[config.mk]
export PLATFORM = sky130hd
export DESIGN_NAME = csr_unit_u
export DESIGN_NICKNAME = d
export VERILOG_FILES = /design/src/rtl/csr_pkg.sv /design/src/rtl/csr_counter64.sv /design/src/rtl/csr_unit_u.sv
export SDC_FILE = /design/constraint.sdc
export NUM_CORES = 1
export LEC_CHECK = 0
export CORE_UTILIZATION = 48
export DETAILED_ROUTE_END_ITERATION = 10
export PLACE_DENSITY = 0.71
export SETUP_SLACK_MARGIN = 0.5
export SKIP_CTS_REPAIR_TIMING = 1
export SLEW_MARGIN = 15
export SYNTH_ARGS = -nofsm -noshare
export SYNTH_HDL_FRONTEND = slang
export SYNTH_SLANG_ARGS = --single-unit
[constraint.sdc]
create_clock -name iCLK -period 19.1 [get_ports iCLK]
set_input_delay 4.775 -clock iCLK [delete_from_list [all_inputs] [get_ports iCLK]]
set_output_delay 4.775 -clock iCLK [all_outputs]
set_load 0.03 [all_outputs]
[src/rtl/csr_pkg.sv]
// csr_pkg: shared definitions for the user-mode CSR unit.
//   - CSR address map constants
//   - CSR instruction op encodings
//   - ustatus / uip / uie bit positions
//   - interrupt cause codes (low bits of ucause / oIrqCause)
package csr_pkg;

    localparam logic [11:0] CSR_USTATUS  = 12'h000;
    localparam logic [11:0] CSR_FFLAGS   = 12'h001;
    localparam logic [11:0] CSR_FRM      = 12'h002;
    localparam logic [11:0] CSR_FCSR     = 12'h003;
    localparam logic [11:0] CSR_UIE      = 12'h004;
    localparam logic [11:0] CSR_UTVEC    = 12'h005;
    localparam logic [11:0] CSR_USCRATCH = 12'h040;
    localparam logic [11:0] CSR_UEPC     = 12'h041;
    localparam logic [11:0] CSR_UCAUSE   = 12'h042;
    localparam logic [11:0] CSR_UTVAL    = 12'h043;
    localparam logic [11:0] CSR_UIP      = 12'h044;
    localparam logic [11:0] CSR_CYCLE    = 12'hC00;
    localparam logic [11:0] CSR_TIME     = 12'hC01;
    localparam logic [11:0] CSR_INSTRET  = 12'hC02;
    localparam logic [11:0] CSR_CYCLEH   = 12'hC80;
    localparam logic [11:0] CSR_TIMEH    = 12'hC81;
    localparam logic [11:0] CSR_INSTRETH = 12'hC82;

    typedef enum logic [1:0] {
        CSR_OP_NONE = 2'b00,
        CSR_OP_RW   = 2'b01,
        CSR_OP_RS   = 2'b10,
        CSR_OP_RC   = 2'b11
    } csr_op_e;

    localparam int unsigned UIE_BIT  = 0;
    localparam int unsigned UPIE_BIT = 4;
    localparam int unsigned USIP_BIT = 0;
    localparam int unsigned UTIP_BIT = 4;
    localparam int unsigned UEIP_BIT = 8;

    localparam logic [3:0] IRQ_CODE_SW    = 4'd0;
    localparam logic [3:0] IRQ_CODE_TIMER = 4'd4;
    localparam logic [3:0] IRQ_CODE_EXT   = 4'd8;

endpackage

[src/rtl/csr_counter64.sv]
// csr_counter64: 64-bit counter with increment enable and per-half load.
//   clk, rst (async, active-high) - clock / reset
//   inc_en                        - add one this cycle
//   wr_lo, wr_hi, wr_data         - load low / high 32-bit half
//   count                         - current value; wraps 2^64-1 -> 0
module csr_counter64 (
    input  logic        clk,
    input  logic        rst,
    input  logic        inc_en,
    input  logic        wr_lo,
    input  logic        wr_hi,
    input  logic [31:0] wr_data,
    output logic [63:0] count
);

    logic [63:0] cnt_nxt;

    // Full 64-bit add so the low-to-high carry lands in the same cycle.
    always_comb begin
        cnt_nxt = count + 64'(inc_en);
        if (wr_lo) cnt_nxt[31:0]  = wr_data;
        if (wr_hi) cnt_nxt[63:32] = wr_data;
    end

    always_ff @(posedge clk or posedge rst) begin
        if (rst) count <= '0;
        else     count <= cnt_nxt;
    end

endmodule

[src/rtl/csr_unit_u.sv]
// csr_unit_u: user-mode CSR unit (RISC-V N extension subset + counters).
//   iCLK, iRST (async, active-high)
//   iCsrValid/iCsrOp/iCsrAddr/iCsrWdata -> oCsrRdata (old value), oCsrIllegal
//   iTrapReq/iTrapPc/iTrapCause/iTrapVal - trap entry; oTrapVector handler target
//   iUretReq - return from trap; oEpc = uepc
//   iInstRet - retire pulse for instret
//   iSwIrq/iTimerIrq/iExtIrq -> oIrqPending, oIrqCause
module csr_unit_u
    import csr_pkg::*;
#(
    parameter int unsigned XLEN       = 32,
    parameter bit          FP_EN      = 1'b1,
    parameter bit          CNT_EN     = 1'b1,
    parameter int unsigned TIME_DIV   = 1,
    parameter bit          NEGEDGE_WR = 1'b0
) (
    input  logic            iCLK,
    input  logic            iRST,
    input  logic            iCsrValid,
    input  logic [1:0]      iCsrOp,
    input  logic [11:0]     iCsrAddr,
    input  logic [XLEN-1:0] iCsrWdata,
    output logic [XLEN-1:0] oCsrRdata,
    output logic            oCsrIllegal,
    input  logic            iTrapReq,
    input  logic [XLEN-1:0] iTrapPc,
    input  logic [XLEN-1:0] iTrapCause,
    input  logic [XLEN-1:0] iTrapVal,
    input  logic            iUretReq,
    input  logic            iInstRet,
    input  logic            iSwIrq,
    input  logic            iTimerIrq,
    input  logic            iExtIrq,
    output logic [XLEN-1:0] oTrapVector,
    output logic [XLEN-1:0] oEpc,
    output logic            oIrqPending,
    output logic [XLEN-1:0] oIrqCause
);

    localparam int unsigned PW = (TIME_DIV > 1) ? $clog2(TIME_DIV) : 1;

    // Pipelined cores update CSR state on the falling edge.
    logic clk_st;
    assign clk_st = NEGEDGE_WR ? ~iCLK : iCLK;

    logic            st_uie, st_upie, usip_q;
    logic [2:0]      ie_q;                 // {ext, timer, sw}
    logic [4:0]      fflags_q;
    logic [2:0]      frm_q;
    logic [XLEN-1:0] utvec_q, uscratch_q, uepc_q, ucause_q, utval_q;
    logic [63:0]     cycle_cnt, time_cnt, instret_cnt;
    logic [PW-1:0]   pre_q;
    logic            time_tick;

    logic [2:0]      ip_vec, pend;
    logic [XLEN-1:0] rd_val, rmw_old, wr_val, tv_base;
    logic            impl, wr_intent, illegal, csr_we;
    csr_op_e         op;

    // Place a {ext, timer, sw} triple at bit positions 8/4/0.
    function automatic logic [XLEN-1:0] spread3(input logic [2:0] v);
        spread3           = '0;
        spread3[USIP_BIT] = v[0];
        spread3[UTIP_BIT] = v[1];
        spread3[UEIP_BIT] = v[2];
    endfunction

    assign ip_vec = {iExtIrq, iTimerIrq, usip_q | iSwIrq};
    assign pend   = ie_q & ip_vec;

    // Time prescaler: one tick every TIME_DIV cycles.
    assign time_tick = (pre_q == PW'(TIME_DIV - 1));

    always_ff @(posedge clk_st or posedge iRST) begin
        if (iRST)           pre_q <= '0;
        else if (time_tick) pre_q <= '0;
        else                pre_q <= pre_q + PW'(1);
    end

    csr_counter64 u_cycle (
        .clk(clk_st), .rst(iRST), .inc_en(1'b1), .wr_lo(1'b0), .wr_hi(1'b0),
        .wr_data(32'h0), .count(cycle_cnt)
    );
    csr_counter64 u_time (
        .clk(clk_st), .rst(iRST), .inc_en(time_tick), .wr_lo(1'b0), .wr_hi(1'b0),
        .wr_data(32'h0), .count(time_cnt)
    );
    csr_counter64 u_instret (
        .clk(clk_st), .rst(iRST), .inc_en(iInstRet), .wr_lo(1'b0), .wr_hi(1'b0),
        .wr_data(32'h0), .count(instret_cnt)
    );

    // Read mux and address decode.
    always_comb begin
        rd_val = '0;
        impl   = 1'b0;
        case (iCsrAddr)
            CSR_USTATUS: begin
                impl             = 1'b1;
                rd_val[UIE_BIT]  = st_uie;
                rd_val[UPIE_BIT] = st_upie;
            end
            CSR_FFLAGS:   if (FP_EN) begin impl = 1'b1; rd_val[4:0] = fflags_q; end
            CSR_FRM:      if (FP_EN) begin impl = 1'b1; rd_val[2:0] = frm_q; end
            CSR_FCSR:     if (FP_EN) begin impl = 1'b1; rd_val[7:0] = {frm_q, fflags_q}; end
            CSR_UIE:      begin impl = 1'b1; rd_val = spread3(ie_q); end
            CSR_UTVEC:    begin impl = 1'b1; rd_val = utvec_q; end
            CSR_USCRATCH: begin impl = 1'b1; rd_val = uscratch_q; end
            CSR_UEPC:     begin impl = 1'b1; rd_val = uepc_q; end
            CSR_UCAUSE:   begin impl = 1'b1; rd_val = ucause_q; end
            CSR_UTVAL:    begin impl = 1'b1; rd_val = utval_q; end
            CSR_UIP:      begin impl = 1'b1; rd_val = spread3(ip_vec); end
            CSR_CYCLE:    if (CNT_EN) begin impl = 1'b1; rd_val = XLEN'(cycle_cnt[31:0]); end
            CSR_TIME:     if (CNT_EN) begin impl = 1'b1; rd_val = XLEN'(time_cnt[31:0]); end
            CSR_INSTRET:  if (CNT_EN) begin impl = 1'b1; rd_val = XLEN'(instret_cnt[31:0]); end
            CSR_CYCLEH:   if (CNT_EN) begin impl = 1'b1; rd_val = XLEN'(cycle_cnt[63:32]); end
            CSR_TIMEH:    if (CNT_EN) begin impl = 1'b1; rd_val = XLEN'(time_cnt[63:32]); end
            CSR_INSTRETH: if (CNT_EN) begin impl = 1'b1; rd_val = XLEN'(instret_cnt[63:32]); end
            default: ;
        endcase
    end

    // Write decode. RS/RC with zero wdata do not count as writes, so they
    // are legal on the read-only counter space (0xCxx).
    always_comb begin
        op        = csr_op_e'(iCsrOp);
        wr_intent = (op == CSR_OP_RW) ||
                    (((op == CSR_OP_RS) || (op == CSR_OP_RC)) && (|iCsrWdata));
        illegal   = iCsrValid && (!impl || ((iCsrAddr[11:10] == 2'b11) && wr_intent));
        csr_we    = iCsrValid && wr_intent && !illegal && !iTrapReq && !iUretReq;
        // uip RMW must not fold the external sw-irq line into the stored bit.
        rmw_old   = (iCsrAddr == CSR_UIP) ? spread3({2'b00, usip_q}) : rd_val;
        case (op)
            CSR_OP_RW: wr_val = iCsrWdata;
            CSR_OP_RS: wr_val = rmw_old | iCsrWdata;
            CSR_OP_RC: wr_val = rmw_old & ~iCsrWdata;
            default:   wr_val = rmw_old;
        endcase
    end

    always_ff @(posedge clk_st or posedge iRST) begin
        if (iRST) begin
            st_uie     <= 1'b0;
            st_upie    <= 1'b0;
            usip_q     <= 1'b0;
            ie_q       <= '0;
            fflags_q   <= '0;
            frm_q      <= '0;
            utvec_q    <= '0;
            uscratch_q <= '0;
            uepc_q     <= '0;
            ucause_q   <= '0;
            utval_q    <= '0;
        end else if (iTrapReq) begin
            uepc_q   <= iTrapPc & ~XLEN'(1);
            ucause_q <= iTrapCause;
            utval_q  <= iTrapVal;
            st_upie  <= st_uie;
            st_uie   <= 1'b0;
        end else if (iUretReq) begin
            st_uie  <= st_upie;
            st_upie <= 1'b1;
        end else if (csr_we) begin
            case (iCsrAddr)
                CSR_USTATUS: begin
                    st_uie  <= wr_val[UIE_BIT];
                    st_upie <= wr_val[UPIE_BIT];
                end
                CSR_FFLAGS:   fflags_q <= wr_val[4:0];
                CSR_FRM:      frm_q    <= wr_val[2:0];
                CSR_FCSR: begin
                    frm_q    <= wr_val[7:5];
                    fflags_q <= wr_val[4:0];
                end
                CSR_UIE:      ie_q       <= {wr_val[UEIP_BIT], wr_val[UTIP_BIT], wr_val[USIP_BIT]};
                CSR_UTVEC:    utvec_q    <= wr_val & ~XLEN'(2);
                CSR_USCRATCH: uscratch_q <= wr_val;
                CSR_UEPC:     uepc_q     <= wr_val;
                CSR_UCAUSE:   ucause_q   <= wr_val;
                CSR_UTVAL:    utval_q    <= wr_val;
                CSR_UIP:      usip_q     <= wr_val[USIP_BIT];
                default: ;
            endcase
        end
    end

    // Vectored mode only offsets interrupt causes.
    always_comb begin
        tv_base = utvec_q & ~XLEN'(3);
        if (utvec_q[0] && iTrapCause[XLEN-1])
            oTrapVector = tv_base + {iTrapCause[XLEN-3:0], 2'b00};
        else
            oTrapVector = tv_base;
    end

    // Interrupt priority: ext > sw > timer.
    always_comb begin
        oIrqCause = '0;
        if (pend[2]) begin
            oIrqCause[XLEN-1] = 1'b1;
            oIrqCause[3:0]    = IRQ_CODE_EXT;
        end else if (pend[0]) begin
            oIrqCause[XLEN-1] = 1'b1;
            oIrqCause[3:0]    = IRQ_CODE_SW;
        end else if (pend[1]) begin
            oIrqCause[XLEN-1] = 1'b1;
            oIrqCause[3:0]    = IRQ_CODE_TIMER;
        end
    end

    assign oIrqPending = st_uie && (|pend);
    assign oCsrRdata   = rd_val;
    assign oCsrIllegal = illegal;
    assign oEpc        = uepc_q;

endmodule

== Word-level counts from Yosys, hierarchy flattened ==
Cells that the tools add are included.

* Register bits: 366

* $add $sub $neg: 5
* Equal/unequal tests: 21
* Multiplexer cells: 38
* Bitwise operators: 8
* Reduce and logical (&&, ||, !) cells: 38

{| class="wikitable"
|+ Operator list
! operator !! count
|-
| 2-to-1 mux 32 bit || 14
|-
| case mux 24 bit (13 select lines) || 1
|-
| adder 64 x 1 -> 64 bit || 2
|-
| case mux 32 bit (3 select lines) || 1
|-
| == test 12 bit, second input constant || 6
|-
| adder 64 x 1 -> 64 bit, second input constant || 1
|-
| == test 12 x 7 -> 1 bit, second input constant || 5
|-
| case mux 3 bit (12 select lines) || 1
|-
| adder 32 bit || 1
|-
| bitwise AND 32 bit || 1
|-
| NOT 32 bit || 1
|-
| OR 32 bit || 1
|-
| OR reduction 32 bit || 1
|-
| case mux 2 bit (13 select lines) || 1
|-
| == test 12 x 2 -> 1 bit, second input constant || 2
|-
| == test 12 x 3 -> 1 bit, second input constant || 2
|-
| AND reduction 4 bit || 6
|-
| OR reduction 17 bit || 1
|-
| case mux 1 bit (16 select lines) || 1
|-
| case mux 1 bit (15 select lines) || 1
|-
| 2-to-1 mux 1 bit || 13
|-
| == test 12 x 1 -> 1 bit, second input constant || 1
|-
| logical NOT 12 bit || 1
|-
| case mux 1 bit (12 select lines) || 1
|-
| other kinds (19) || 44
|}

== Depth between registers and ports, before layout ==
* Word-level depth: 14
* Gate-level depth with buffers: 14

== Modules after synthesis ==
A second synthesis with hierarchy kept.

* Cells, all modules: 2806
* Area, all modules: 24330.8 sq um

{| class="wikitable"
|+ Modules (own cells, without submodules)
! module !! instances !! cells an instance !! area an instance (sq um)
|-
| csr_unit_u || 1 || 1486 || 12918.6
|-
| csr_counter64 (u_cycle ...) || 2 || 445 || 3861.2
|-
| csr_counter64 (u_instret) || 1 || 430 || 3689.8
|}

== Least setup slack after synthesis ==
No wires, ideal clock.

* Kind: input-to-output
* Start: input iTrapCause[0]
* End: output oTrapVector[28]
* Data arrival time: 7.642 ns
* Data required time: 14.325 ns
* Path slack: 6.683 ns
* Stages on the path: 13
* Cell sequence: ha_1 -> inv_1 -> fa_1 -> nor2b_1 -> o31a_1 -> o31a_1 -> o211ai_1 -> o311a_1 -> o21ai_1 -> a31o_2 -> a21o_1 -> a211oi_1 -> o21ai_0

* Word-level cells in the longest chain between the ends: 2

{| class="wikitable"
|+ RTL lines
! what !! line !! source
|-
| start, declared || csr_unit_u.sv:27 || <nowiki>input logic [XLEN-1:0] iTrapCause,</nowiki>
|-
| adder 32 bit || csr_unit_u.sv:191 || <nowiki>oTrapVector = tv_base + {iTrapCause[XLEN-3:0], 2'b00};</nowiki>
|-
| 2-to-1 mux 32 bit || csr_unit_u.sv:190 || <nowiki>if (utvec_q[0] && iTrapCause[XLEN-1])</nowiki>
|-
| end, declared || csr_unit_u.sv:34 || <nowiki>output logic [XLEN-1:0] oTrapVector,</nowiki>
|}

Every way passes these cells.

== Worst setup path after layout ==
* Start: input iCsrAddr[1]
* End: output oCsrRdata[1]

* Word-level cells in the longest chain between the ends: 3
* Elaborated cells on any way between the ends: 16
* Those cells by class: 14 x eq/ne; 1 x mux; 1 x reduce/logical

{| class="wikitable"
|+ RTL lines
! what !! line !! source
|-
| start, declared || csr_unit_u.sv:21 || <nowiki>input logic [11:0] iCsrAddr,</nowiki>
|-
| == test 12 x 2 -> 1 bit or == test 12 x 1 -> 1 bit (tied branches) || csr_unit_u.sv:97 || <nowiki>case (iCsrAddr)</nowiki>
|-
| OR reduction 2 bit (no line) || -- ||
|-
| case mux 2 bit (13 select lines) * || csr_unit_u.sv:97 ||
|-
| end, declared || csr_unit_u.sv:23 || <nowiki>output logic [XLEN-1:0] oCsrRdata,</nowiki>
|}

Every way passes the cells marked *; elsewhere a longest branch is shown, timed or not.

==> results.sh <==
export IMPL_coreArea_um2=41950
export IMPL_cts_root_buffer="clkbuf_16"
export IMPL_tightest_slew_ns=1.353
export IMPL_numCtsBuffers=39
export IMPL_die_area_um2=43420
export IMPL_clk_pin_slew_ns=0.06
export IMPL_synth_warnings=0
export IMPL_die_w_um=208.4
export IMPL_layout_drive_gt1_share_pct=6.039
export IMPL_p_total_mw=1.774
export IMPL_io_buffer_count=248
export IMPL_fillers=3646
export IMPL_clk_path_buf_depth=3
export IMPL_tritoncts="done"
export IMPL_r2r_start="u_cycle.count[2]"
export IMPL_yosysSeqAreaShare_pct=44.67
export IMPL_power_density_nw_per_um2=72.42
export IMPL_synth_ff_type="dfrtp_1"
export IMPL_yosysUniqueCellTypes=81
export IMPL_cap_viol_max_count=0
export IMPL_grt_pass1_vias=18270
export IMPL_crit_end="oCsrRdata[1]"
export IMPL_dp_hpwl_um=56110
export IMPL_wirelength_um=76140
export IMPL_gr_total_overflow=0
export IMPL_finalHoldViolations=0
export IMPL_reg2reg_depth=10
export IMPL_fmax_mhz=70.98
export IMPL_arrival_ns=9.31
export IMPL_grt_first_pass_wirelength_um=114300
export IMPL_avgSynthCellArea_um2=9.413
export IMPL_die_h_um=208.4
export IMPL_crit_type="primary input to output pin"
export IMPL_start_kind="primary input"
export IMPL_vias=18760
export IMPL_synthTopCellsByArea="dfrtp_1, xnor2_1, a22oi_1"
export IMPL_area_growth_pct=19.78
export IMPL_wl_per_cell_um=25.90
export IMPL_clk_latency_ns=0.55
export IMPL_diodes=0
export IMPL_hold_class="flop to flop"
export IMPL_core_rowCount=75
export IMPL_final_common_cell="dfrtp_1"
export IMPL_syn_area_um2=20450
export IMPL_reg2reg_setup_slack_ns=15.35
export IMPL_crit_path_end_kind="output pin"
export IMPL_layout_common_cells="dfrtp_1, nand2_1, clkdlybuf4s50_1"
export IMPL_synth_async_reset_ratio_pct=100.0
export IMPL_final_antenna_net_count=0
export IMPL_timing_final_crit_share_pct=73.76
export IMPL_drc=0
export IMPL_htree_levels=2
export IMPL_status="completed"
export IMPL_report_final_setup_viol=0
export IMPL_cp_required_ns=14.32
export IMPL_crit_fanout=18
export IMPL_grt_max_degree=182
export IMPL_synth_top_area_cell="dfrtp_1"
export IMPL_post_route_min_period_ns=14.09
export IMPL_r2r_end="u_cycle.count[60]"
export IMPL_io_pin_count=281
export IMPL_crit_path_start="iCsrAddr[1]"
export IMPL_setup_tns_ns=0
export IMPL_hold_path_startpoint="uscratch_q[17]"
export IMPL_maxSlewHeadroom_pct=8.996
export IMPL_finalMaxSlewViolations=0
export IMPL_rsz0062_at_grt="no"
export IMPL_worst_ir_drop_vdd_v=0.00005160
export IMPL_antenna_found_initial=1
export IMPL_clock_sinks=365
export IMPL_firstDrtPassIters=6
export IMPL_viasPerCell=6.380
export IMPL_gp_congestion=0.9717
export IMPL_leakagePower_nw=10.40
export IMPL_start_util_pct=48.74
export IMPL_grt_usage_pct=34.85
export IMPL_drt_iter0_markers=2227
export IMPL_syn_inst=2172
export IMPL_clock_skew_ns=0.02375
export IMPL_yosys_register_bits=365
export IMPL_synth_top_area_share_pct=44.67
export IMPL_fin_nets=2562
export IMPL_synth_edf_count=0
## routing by layer
metal,GRT usage [%],part of all wire [%],routed length (um),up-vias
met5,0,0,0,-
met4,20.79,6.7,5077,0
met3,5.615,8.7,6602,232
met2,55.58,46,35110,1134
met1,44.76,39,29350,9166
li1,-,-,-,8226
## cell type report
| class | instances | area [um^2] | share of cell area (%) |
|---|---|---|---|
| Clock buffer | 54 | 1145 | 4.675 |
| Clock inverter | 11 | 88.84 | 0.3627 |
| Inverter | 38 | 150.1 | 0.6131 |
| Multi-Input combinational cell | 1654 | 10580 | 43.20 |
| Sequential cell | 365 | 9134 | 37.29 |
| Tap cell | 539 | 674.4 | 2.754 |
| Timing Repair Buffer | 279 | 2720 | 11.11 |
## critical path, stage by stage
cell             delay [ns]
clkdlybuf4s50_1        0.86
or4_1                  0.96
nor4_4                 0.92
buf_4                  0.45
a222oi_1               0.20
nand3_1                0.15
nand3b_1               0.23
clkdlybuf4s50_1        0.72
## synth_stat cells (23+ instances only)
library cell,number
a21oi_1,63
a221oi_1,34
a22o_1,34
a22oi_1,147
and3_1,44
buf_2,23
buf_4,45
clkbuf_1,70
dfrtp_1,365
ha_1,33
inv_1,38
nand2_1,284
nand3_1,109
nand4_1,42
nor2_1,115
nor3_1,23
o21ai_0,201
xnor2_1,176
xor2_1,62
## worst min-delay path by stage
stage,endpoint,slack (ns),cells past startpoint
floorplan,u_cycle.count[63],0.44,1
global placement,uscratch_q[7],0.46,2
detailed placement,u_time.count[63],0.46,1
CTS,u_time.count[63],0.48,1
global route,u_time.count[63],0.50,1
finish,uscratch_q[17],0.48,2
## cell families after synthesis
family | Yosys count | synth area share, %
buffers and inverters | 183 | 4.437
multiplexers | 14 | 0.7588
flip-flops | 365 | 44.67
adder cells (fa/ha/maj) | 34 | 2.117
AO/OA/AOI/OAI | 592 | 19.05
AND/OR/NAND/NOR | 745 | 18.75
XOR/XNOR | 238 | 10.20
other | 1 | 0.01834
## metrics by stage
stage                     area, um^2  hold slack [ns]  util, %  setup WS, ns  cells
after floorplan                20560           0.4406        -         4.193   2202
after global placement         23260           0.4569    55.45         5.093   2875
after detailed placement       23260           0.4630    55.45         5.122   2875
after CTS                      24490           0.4825    58.39         5.093   2940
after global routing           24490           0.4979    58.39         4.910   2940
final                          24490           0.4848    58.39         5.012   2940
## state kept, by name (all words and copies together), names as in the netlist
name             cells
fflags_q             5
frm_q                3
ie_q                 3
oEpc                32
st_uie               1
st_upie              1
u_cycle.count       64
u_instret.count     64
u_time.count        64
ucause_q            32
uscratch_q          32
usip_q               1
utval_q             32
utvec_q             31
## power breakdown
| group | total, mW | leakage (nW) | switching [mW] | internal [mW] |
|---|---|---|---|---|
| Sequential | 0.834 | 4.89 | 0.0329 | 0.801 |
| Clock | 0.745 | 0.609 | 0.314 | 0.431 |
| Combinational | 0.195 | 4.90 | 0.117 | 0.0777 |
Power figures use the tool's default switching activity.
